==> config.mk <==
export PLATFORM = sky130hd
export DESIGN_NAME = noc_input_port_flat
export DESIGN_NICKNAME = d
export VERILOG_FILES = /design/src/rtl/noc_input_port_if.sv /design/src/rtl/noc_input_port.sv /design/src/flat_wrapper.sv
export SDC_FILE = /design/constraint.sdc
export NUM_CORES = 1
export LEC_CHECK = 0
export CAP_MARGIN = 30
export CELL_PAD_IN_SITES_DETAIL_PLACEMENT = 1
export CELL_PAD_IN_SITES_GLOBAL_PLACEMENT = 1
export CORE_AREA = 2 2 96 98
export DETAILED_ROUTE_END_ITERATION = 10
export DIE_AREA = 0 0 98 100
export PLACE_DENSITY = 0.88
export SYNTH_ARGS = -nofsm -noshare
export SYNTH_HDL_FRONTEND = slang
export SYNTH_SLANG_ARGS = --single-unit
==> constraint.sdc <==
create_clock -name clk -period 3.75 [get_ports clk]
set_input_delay 0.75 -clock clk [delete_from_list [all_inputs] [get_ports clk]]
set_output_delay 0.75 -clock clk [all_outputs]
set_load 0.02 [all_outputs]
==> src/rtl/noc_input_port_if.sv <==
// Link bundle for the router input port: the upstream flit/credit link and the
// downstream head-of-buffer view used by route/switch allocation.
interface noc_input_port_if #(
  parameter int WIDTH  = 16,
  parameter int DEPTH  = 5,
  parameter int DEST_W = 4
);
  localparam int CW = $clog2(DEPTH + 1);

  logic [WIDTH-1:0]  data_i;
  logic              valid_i;
  logic              inc_credit_o;
  logic [WIDTH-1:0]  data_o;
  logic              flit_valid_o;
  logic              pop_i;
  logic [DEST_W-1:0] dest_o;
  logic              route_req_o;
  logic              pkt_active_o;
  logic [CW-1:0]     count_o;
  logic              overflow_o;
  logic              framing_err_o;

  modport slave (
    input  data_i, valid_i, pop_i,
    output inc_credit_o, data_o, flit_valid_o, dest_o, route_req_o,
           pkt_active_o, count_o, overflow_o, framing_err_o
  );

  modport master (
    output data_i, valid_i, pop_i,
    input  inc_credit_o, data_o, flit_valid_o, dest_o, route_req_o,
           pkt_active_o, count_o, overflow_o, framing_err_o
  );
endinterface

==> src/rtl/noc_input_port.sv <==
// Router input port: credit-flow-controlled flit buffer with show-ahead head,
// one-cycle credit return and packet-framing tracker that locks the destination.
module noc_input_port #(
  parameter int WIDTH  = 16,
  parameter int DEPTH  = 5,
  parameter int DEST_W = 4
) (
  input  logic               clk,
  input  logic               rst,
  noc_input_port_if.slave    link
);

  localparam int CW = $clog2(DEPTH + 1);
  localparam int PW = (DEPTH > 1) ? $clog2(DEPTH) : 1;
  localparam logic [CW-1:0] FULL_CNT = CW'(DEPTH);
  localparam logic [PW-1:0] LAST_PTR = PW'(DEPTH - 1);

  localparam logic [1:0] T_BODY   = 2'b00;
  localparam logic [1:0] T_HEAD   = 2'b01;
  localparam logic [1:0] T_TAIL   = 2'b10;
  localparam logic [1:0] T_SINGLE = 2'b11;

  typedef enum logic {IDLE, ACTIVE} state_t;

  logic [WIDTH-1:0]  mem [DEPTH];
  logic [PW-1:0]     wr_ptr, rd_ptr;
  logic [CW-1:0]     count;
  logic              not_empty, full;
  logic              pop_eff, push_ok, drop;
  logic              credit_p1;
  logic              ovf_q, ferr_q;
  logic [WIDTH-1:0]  head;
  logic [1:0]        head_type;
  logic [DEST_W-1:0] head_dest;
  logic [DEST_W-1:0] dest_q, dest_nxt;
  state_t            state, state_nxt;
  logic              ferr_set;

  // Pointers wrap at DEPTH, which need not be a power of two.
  function automatic logic [PW-1:0] next_ptr(input logic [PW-1:0] p);
    return (p == LAST_PTR) ? '0 : p + PW'(1);
  endfunction

  assign not_empty = (count != '0);
  assign full      = (count == FULL_CNT);
  assign pop_eff   = link.pop_i && not_empty;
  // A pop in the same cycle frees the slot, so a full buffer can still accept.
  assign push_ok   = link.valid_i && (!full || pop_eff);
  assign drop      = link.valid_i && full && !pop_eff;

  assign head      = mem[rd_ptr];
  assign head_type = head[WIDTH-1 -: 2];
  assign head_dest = head[WIDTH-3 -: DEST_W];

  // Stage p0: buffer storage (data only, no reset)
  always_ff @(posedge clk) begin
    if (push_ok) mem[wr_ptr] <= link.data_i;
  end

  always_ff @(posedge clk or posedge rst) begin
    if (rst) begin
      wr_ptr    <= '0;
      rd_ptr    <= '0;
      count     <= '0;
      credit_p1 <= 1'b0;
      ovf_q     <= 1'b0;
    end else begin
      if (push_ok) wr_ptr <= next_ptr(wr_ptr);
      if (pop_eff) rd_ptr <= next_ptr(rd_ptr);
      unique case ({push_ok, pop_eff})
        2'b10:   count <= count + CW'(1);
        2'b01:   count <= count - CW'(1);
        default: count <= count;
      endcase
      credit_p1 <= pop_eff;
      if (drop) ovf_q <= 1'b1;
    end
  end

  // Stage p1: packet framing tracker, evaluated on the flit being popped
  always_ff @(posedge clk or posedge rst) begin
    if (rst) begin
      state  <= IDLE;
      dest_q <= '0;
      ferr_q <= 1'b0;
    end else begin
      state  <= state_nxt;
      dest_q <= dest_nxt;
      if (ferr_set) ferr_q <= 1'b1;
    end
  end

  always_comb begin
    state_nxt = state;
    dest_nxt  = dest_q;
    ferr_set  = 1'b0;
    if (pop_eff) begin
      unique case (state)
        IDLE: begin
          unique case (head_type)
            T_HEAD: begin
              state_nxt = ACTIVE;
              dest_nxt  = head_dest;
            end
            T_SINGLE: state_nxt = IDLE;
            default:  ferr_set  = 1'b1;
          endcase
        end
        ACTIVE: begin
          unique case (head_type)
            T_BODY: state_nxt = ACTIVE;
            T_TAIL: state_nxt = IDLE;
            T_HEAD: begin
              ferr_set = 1'b1;
              dest_nxt = head_dest;
            end
            default: begin
              ferr_set  = 1'b1;
              state_nxt = IDLE;
            end
          endcase
        end
        default: state_nxt = IDLE;
      endcase
    end
  end

  assign link.data_o        = head;
  assign link.flit_valid_o  = not_empty;
  assign link.route_req_o   = not_empty;
  assign link.count_o       = count;
  assign link.inc_credit_o  = credit_p1;
  assign link.overflow_o    = ovf_q;
  assign link.framing_err_o = ferr_q;
  assign link.pkt_active_o  = (state == ACTIVE);
  // Idle shows the waiting packet's destination so allocation can start early.
  assign link.dest_o        = (state == ACTIVE) ? dest_q :
                              (not_empty ? head_dest : '0);

endmodule

==> src/flat_wrapper.sv <==
// flat-port wrapper written by rule: the top's interface ports become plain ports
module noc_input_port_flat 
#(
  parameter int WIDTH  = 16,
  parameter int DEPTH  = 5,
  parameter int DEST_W = 4
)
  (clk, rst, link_data_i, link_valid_i, link_pop_i, link_inc_credit_o, link_data_o, link_flit_valid_o, link_dest_o, link_route_req_o, link_pkt_active_o, link_count_o, link_overflow_o, link_framing_err_o);
  noc_input_port_if #(.WIDTH(WIDTH), .DEPTH(DEPTH), .DEST_W(DEST_W)) link_i ();
  input  logic clk;
  input  logic rst;
  input wire logic [$bits(link_i.data_i)-1:0] link_data_i;
  input wire logic [$bits(link_i.valid_i)-1:0] link_valid_i;
  input wire logic [$bits(link_i.pop_i)-1:0] link_pop_i;
  output wire logic [$bits(link_i.inc_credit_o)-1:0] link_inc_credit_o;
  output wire logic [$bits(link_i.data_o)-1:0] link_data_o;
  output wire logic [$bits(link_i.flit_valid_o)-1:0] link_flit_valid_o;
  output wire logic [$bits(link_i.dest_o)-1:0] link_dest_o;
  output wire logic [$bits(link_i.route_req_o)-1:0] link_route_req_o;
  output wire logic [$bits(link_i.pkt_active_o)-1:0] link_pkt_active_o;
  output wire logic [$bits(link_i.count_o)-1:0] link_count_o;
  output wire logic [$bits(link_i.overflow_o)-1:0] link_overflow_o;
  output wire logic [$bits(link_i.framing_err_o)-1:0] link_framing_err_o;
  assign link_i.data_i = link_data_i;
  assign link_i.valid_i = link_valid_i;
  assign link_i.pop_i = link_pop_i;
  assign link_inc_credit_o = link_i.inc_credit_o;
  assign link_data_o = link_i.data_o;
  assign link_flit_valid_o = link_i.flit_valid_o;
  assign link_dest_o = link_i.dest_o;
  assign link_route_req_o = link_i.route_req_o;
  assign link_pkt_active_o = link_i.pkt_active_o;
  assign link_count_o = link_i.count_o;
  assign link_overflow_o = link_i.overflow_o;
  assign link_framing_err_o = link_i.framing_err_o;
  noc_input_port #(.WIDTH(WIDTH), .DEPTH(DEPTH), .DEST_W(DEST_W)) u_core (.clk(clk), .rst(rst), .link(link_i));
endmodule
## Word level (Yosys, flattened, before mapping)

Memory sizes are Yosys's and may differ from the RTL's.
Index checks and enable logic that the tools add are counted.

- Output and inout bits: 29
- Word-level logic and storage cells: 51
- Register bits: 17
- Bits in writable memories: 80
- Memories: 1

Memories:

| name | words | bits a word | rd ports | clocked after memory_dff | wr ports | line | RTL |
|---|---|---|---|---|---|---|---|
| u_core.mem | 5 | 16 | 1 | 0 | 1 | noc_input_port.sv:25 | `logic [WIDTH-1:0] mem [DEPTH];` |

- Reduce and logical (&&, ||, !) cells: 14
- $add $sub $neg: 4
- Multiplexer cells: 15
- Bitwise gates (word level): 1
- Equality and inequality tests: 8

Operators by type and width:

| kind | count |
|---|---|
| 2-to-1 mux 4 bit | 3 |
| adder 3 x 1 -> 3 bit (second input constant) | 3 |
| equality test 3 bit (second input constant) | 3 |
| 2-to-1 mux 1 bit | 7 |
| equality test 2 bit (second input constant) | 3 |
| 2-to-1 mux 3 bit | 2 |
| case mux 3 bit (2 select lines) | 1 |
| OR reduction 2 bit | 3 |
| equality test 2 x 1 -> 1 bit (second input constant) | 2 |
| logical AND 1 bit | 4 |
| case mux 1 bit (2 select lines) | 2 |
| nonzero test 3 bit | 1 |
| subtractor 3 x 1 -> 3 bit (second input constant) | 1 |
| logical NOT 1 bit | 2 |
| logical NOT 2 bit | 1 |
| AND reduction 2 bit | 1 |
| nonzero test 2 bit | 1 |
| logical OR 1 bit | 1 |
| inverter 1 bit | 1 |

## Longest topological paths before layout

- Word-level depth: 6
- Gate-level depth with buffers: 8
- Mapped depth without buffers: 8

## Least setup slack after synthesis

OpenSTA, ideal clock, no wires.

- Path kind: input port to flip-flop
- From: in link_pop_i
- To: mem u_core.mem[4][0] (enable)
- Path slack: 0.377 ns
- Data arrival time: 2.937 ns
- Buffers on the path: 1
- Cell stages on the path: 4
- Cell sequence: nor4bb_1 nand2b_1 buf_2 nor4b_1

- Cells in the longest elaborated chain, start to end: 5

RTL lines:

| item | line | RTL |
|---|---|---|
| from (decl) | flat_wrapper.sv:14 | `input wire logic [$bits(link_i.pop_i)-1:0] link_pop_i;` |
| logical AND 1 bit | noc_input_port.sv:46 | `assign pop_eff = link.pop_i && not_empty;` |
| logical OR 1 bit | noc_input_port.sv:48 | `assign push_ok = link.valid_i && (!full \|\| pop_eff);` |
| logical AND 1 bit | noc_input_port.sv:48 |  |
| 2-to-1 mux 1 bit | noc_input_port.sv:57 | `if (push_ok) mem[wr_ptr] <= link.data_i;` |
| 2-to-1 mux 1 bit (implied by the code) | noc_input_port.sv:57 |  |
| to (decl) | noc_input_port.sv:25 |  |

Every way passes these cells.

## Worst setup path after layout

- From: reg u_core.rd_ptr[1]
- To: out link_dest_o[2]

- Cells in the longest elaborated chain, start to end: 3

RTL lines:

| item | line | RTL |
|---|---|---|
| from (decl) | noc_input_port.sv:26 | `logic [PW-1:0] wr_ptr, rd_ptr;` |
| from (signal assigned) | noc_input_port.sv:69 | `if (pop_eff) rd_ptr <= next_ptr(rd_ptr);` |
| memory read (5 x 16 bit) | n/a |  |
| 2-to-1 mux 4 bit | noc_input_port.sv:138 | `(not_empty ? head_dest : '0);` |
| 2-to-1 mux 4 bit | noc_input_port.sv:137 | `assign link.dest_o = (state == ACTIVE) ? dest_q :` |
| to (decl) | flat_wrapper.sv:18 | `output wire logic [$bits(link_i.dest_o)-1:0] link_dest_o;` |

Every way passes these cells.

==> results.json <==
{
  "synthArstFlopShare": 0.175,
  "viasPerCell": 5.32,
  "cpMaxStageDelayCell": "dfrtp_1",
  "drt_wl_total_um": 8340,
  "die_h_um": 100,
  "post-route-drc-count": 0,
  "synth_area_leaders": "edfxtp_1, dfrtp_1, mux4_2, nand2_1, mux2_4",
  "holdWs_ps": 466,
  "fin_nets": 319,
  "slowest_delay_ps": 910,
  "startpoint_type": "flip-flop",
  "crit_end": "link_dest_o[2]",
  "hold_path_class": "reg2reg",
  "clk_path_buf_depth": 2,
  "wire_per_inst_um": 20.3,
  "min_period_ps": 3410,
  "crit_top_cell": "nand2_1",
  "synth_cell_types": 39,
  "grtUsageTotal": 0.177,
  "initialDrtViolationCount": 147,
  "synth-edff-count": 80,
  "crit_start": "u_core.rd_ptr[1]$_DFFE_PP0N_",
  "cp.arrival_ps": 2660,
  "r2r_start": "u_core.link.count_o[2]$_DFFE_PP0P_",
  "die_w_um": 98,
  "syn2layout_area_growth_pct": 22.2,
  "synth.cell_area_um2": 3920,
  "yosys_warnings": 0,
  "portBuffers": 48,
  "row_count": 35,
  "slew_headroom": 0.425,
  "drv_slew": 0,
  "r2r_cells": 4,
  "yosys.area.top_type_share": 0.612,
  "syn-num-nets": 262,
  "grt_max_degree": 19,
  "h-tree-depth": 3,
  "crit_fanout": 18,
  "hold_buffers": 0,
  "p_leak_nw": 1.73,
  "synth.most_common_cell": "edfxtp_1",
  "grt_pass1_vias": 2413,
  "peakVddDrop_v": 0.000268,
  "cts_setup_buffers": 0,
  "dieArea_um2": 9800,
  "fin_skew_ps": 11.0,
  "syn_avg_cell_area_um2": 16.6,
  "coreArea_um2": 8890,
  "ys_seq_area_frac": 0.721,
  "status": "finished, final reports clean",
  "clock_sinks": 97,
  "timing.final.crit_share": 0.908,
  "clk_latency_ps": 350,
  "antenna_found_initial": 0,
  "crit_type": "reg2out",
  "drt-pass1-iter-count": 6,
  "synthCells": 237,
  "n_antenna_cell": 0,
  "fmax_mhz": 294,
  "ys_ff_latch": 97,
  "ant_nets": 0,
  "yosys-top-cells-count": "edfxtp_1, nand2_1, dfrtp_1",
  "fin_tns_setup_ps": 0,
  "yosys.area.top_type": "edfxtp_1",
  "cts_tree": "done",
  "ctsResizeCount": 0,
  "start_util": 0.441,
  "ios": 49,
  "vias": 2181,
  "cts_buffers": 9,
  "hp-start": "u_core.link.overflow_o$_DFFE_PP0P_",
  "end_kind": "primary output",
  "p_per_area_nw_per_um2": 859,
  "drive_gt1_frac": 0.194,
  "postLayoutCoreUtil": 0.539,
  "finalSetupViolCount": 0,
  "grt_pass1_wl_um": 13000,
  "hold_violations": 0,
  "synth_ff_type": "edfxtp_1",
  "max_cap_violations": 0,
  "tightest_slew_ps": 862,
  "timing.rr.end": "u_core.mem[4][12]$_DFFE_PP_",
  "cts-root-buf": "clkbuf_8",
  "clk_pin_slew_worst_paths_ps": 100,
  "rsz0062_at_grt": "false",
  "dp_hpwl_um": 5800,
  "cp_cell_sequence": "mux4_2 -> nand2_1 -> nand2_1 -> a22o_1 -> clkdlybuf4s50_1",
  "gr-total-overflow": 0,
  "gp_congestion": 0.721,
  "required_ps": 3000,
  "r2r_setup_slack_ps": 1670
}
==> critical path: cells and delay by family (launching register included) <==
kind                   cells  cell delay, ps
multiplexers               1             410
flip-flops                 1             910
AND/OR/NAND/NOR            2             210
buffers and inverters      1             550
AO/OA/AOI/OAI              1             210
==> worst min path at each step <==
stage	end	slack, ps	cells after the start
CTS	u_core.link.overflow_o$_DFFE_PP0P_	470	1
finish	u_core.link.overflow_o$_DFFE_PP0P_	470	1
global route	u_core.link.overflow_o$_DFFE_PP0P_	490	1
detailed placement	u_core.link.overflow_o$_DFFE_PP0P_	450	1
global placement	u_core.link.overflow_o$_DFFE_PP0P_	440	1
floorplan	u_core.dest_q[0]$_DFFE_PP0P_	480	1
==> cell families (layout without fill, tap and decap cells) <==
kind of cell,after synthesis,after routing,synth area share
AO/OA/AOI/OAI,22,22,0.0405
AND/OR/NAND/NOR,64,64,0.0775
buffers and inverters,22,84,0.0255
flip-flops,97,97,0.721
multiplexers,24,24,0.111
adder cells (fa/ha/maj),5,5,0.0179
XOR/XNOR,3,3,0.00670
==> cells in the final DEF (no fill, tap or decap), drive strengths merged <==
cell / instances
edfxtp: 80
clkdlybuf4s50: 48
nand2: 45
dfrtp: 17
mux4: 14
inv: 13
clkbuf: 9
buf: 9
o21ai: 8
mux2i: 5
mux2: 5
nor2: 4
a22o: 4
nor4: 4
ha: 4
a21o: 3
xnor2: 3
a21oi: 3
nand3: 3
nor2b: 2
nand2b: 2
clkinvlp: 2
a22oi: 2
clkinv: 2
or3: 1
o21a: 1
nor4bb: 1
a211oi: 1
nor4b: 1
nor3: 1
fa: 1
bufinv: 1
==> through the flow <==
stage	total power, W	area [µm²]	cells	worst slack, ps
3_5_place_dp	0.00346	4580	394	779
4_1_cts	0.00416	4790	410	358
3_3_place_gp	0.00335	4580	394	843
5_1_grt	0.00433	4790	410	267
6_report	0.00412	4790	410	344
2_1_floorplan	0.00268	3920	237	377
==> flip-flops by register name, summed over array words and instances, names as in the netlist <==
register and count:
u_core.dest_q 4, u_core.link.count_o 3, u_core.link.framing_err_o 1, u_core.link.inc_credit_o 1, u_core.link.overflow_o 1, u_core.link.pkt_active_o 1
u_core.mem 80, u_core.rd_ptr 3, u_core.wr_ptr 3
==> area by class of cell <==
type	instances	area [µm²]
Fill cell	838	4100
Sequential cell	97	2830
Multi-Input combinational cell	118	1030
Timing Repair Buffer	57	548
Tap cell	111	139
Clock buffer	9	124
Clock inverter	7	87.6
Inverter	11	41.3
==> metal layers <==
layer  wire, µm  track usage  share of wire  vias up
met2       4450        0.309           0.53       52
li1           -            -              -      996
met1       3490        0.224           0.42     1124
met4        117       0.0780          0.014        0
met3        277       0.0223          0.033        9
met5          0            0              0        -
==> where the power goes <==
group / total (W) / internal (W) / switching [W]
Sequential: 0.00160 / 0.00140 / 0.000200
Combinational: 0.00181 / 0.000863 / 0.000946
Clock: 0.000707 / 0.000323 / 0.000383
Total: 0.00412 / 0.00259 / 0.00153
Note: power is estimated with default switching activity, not from simulation.
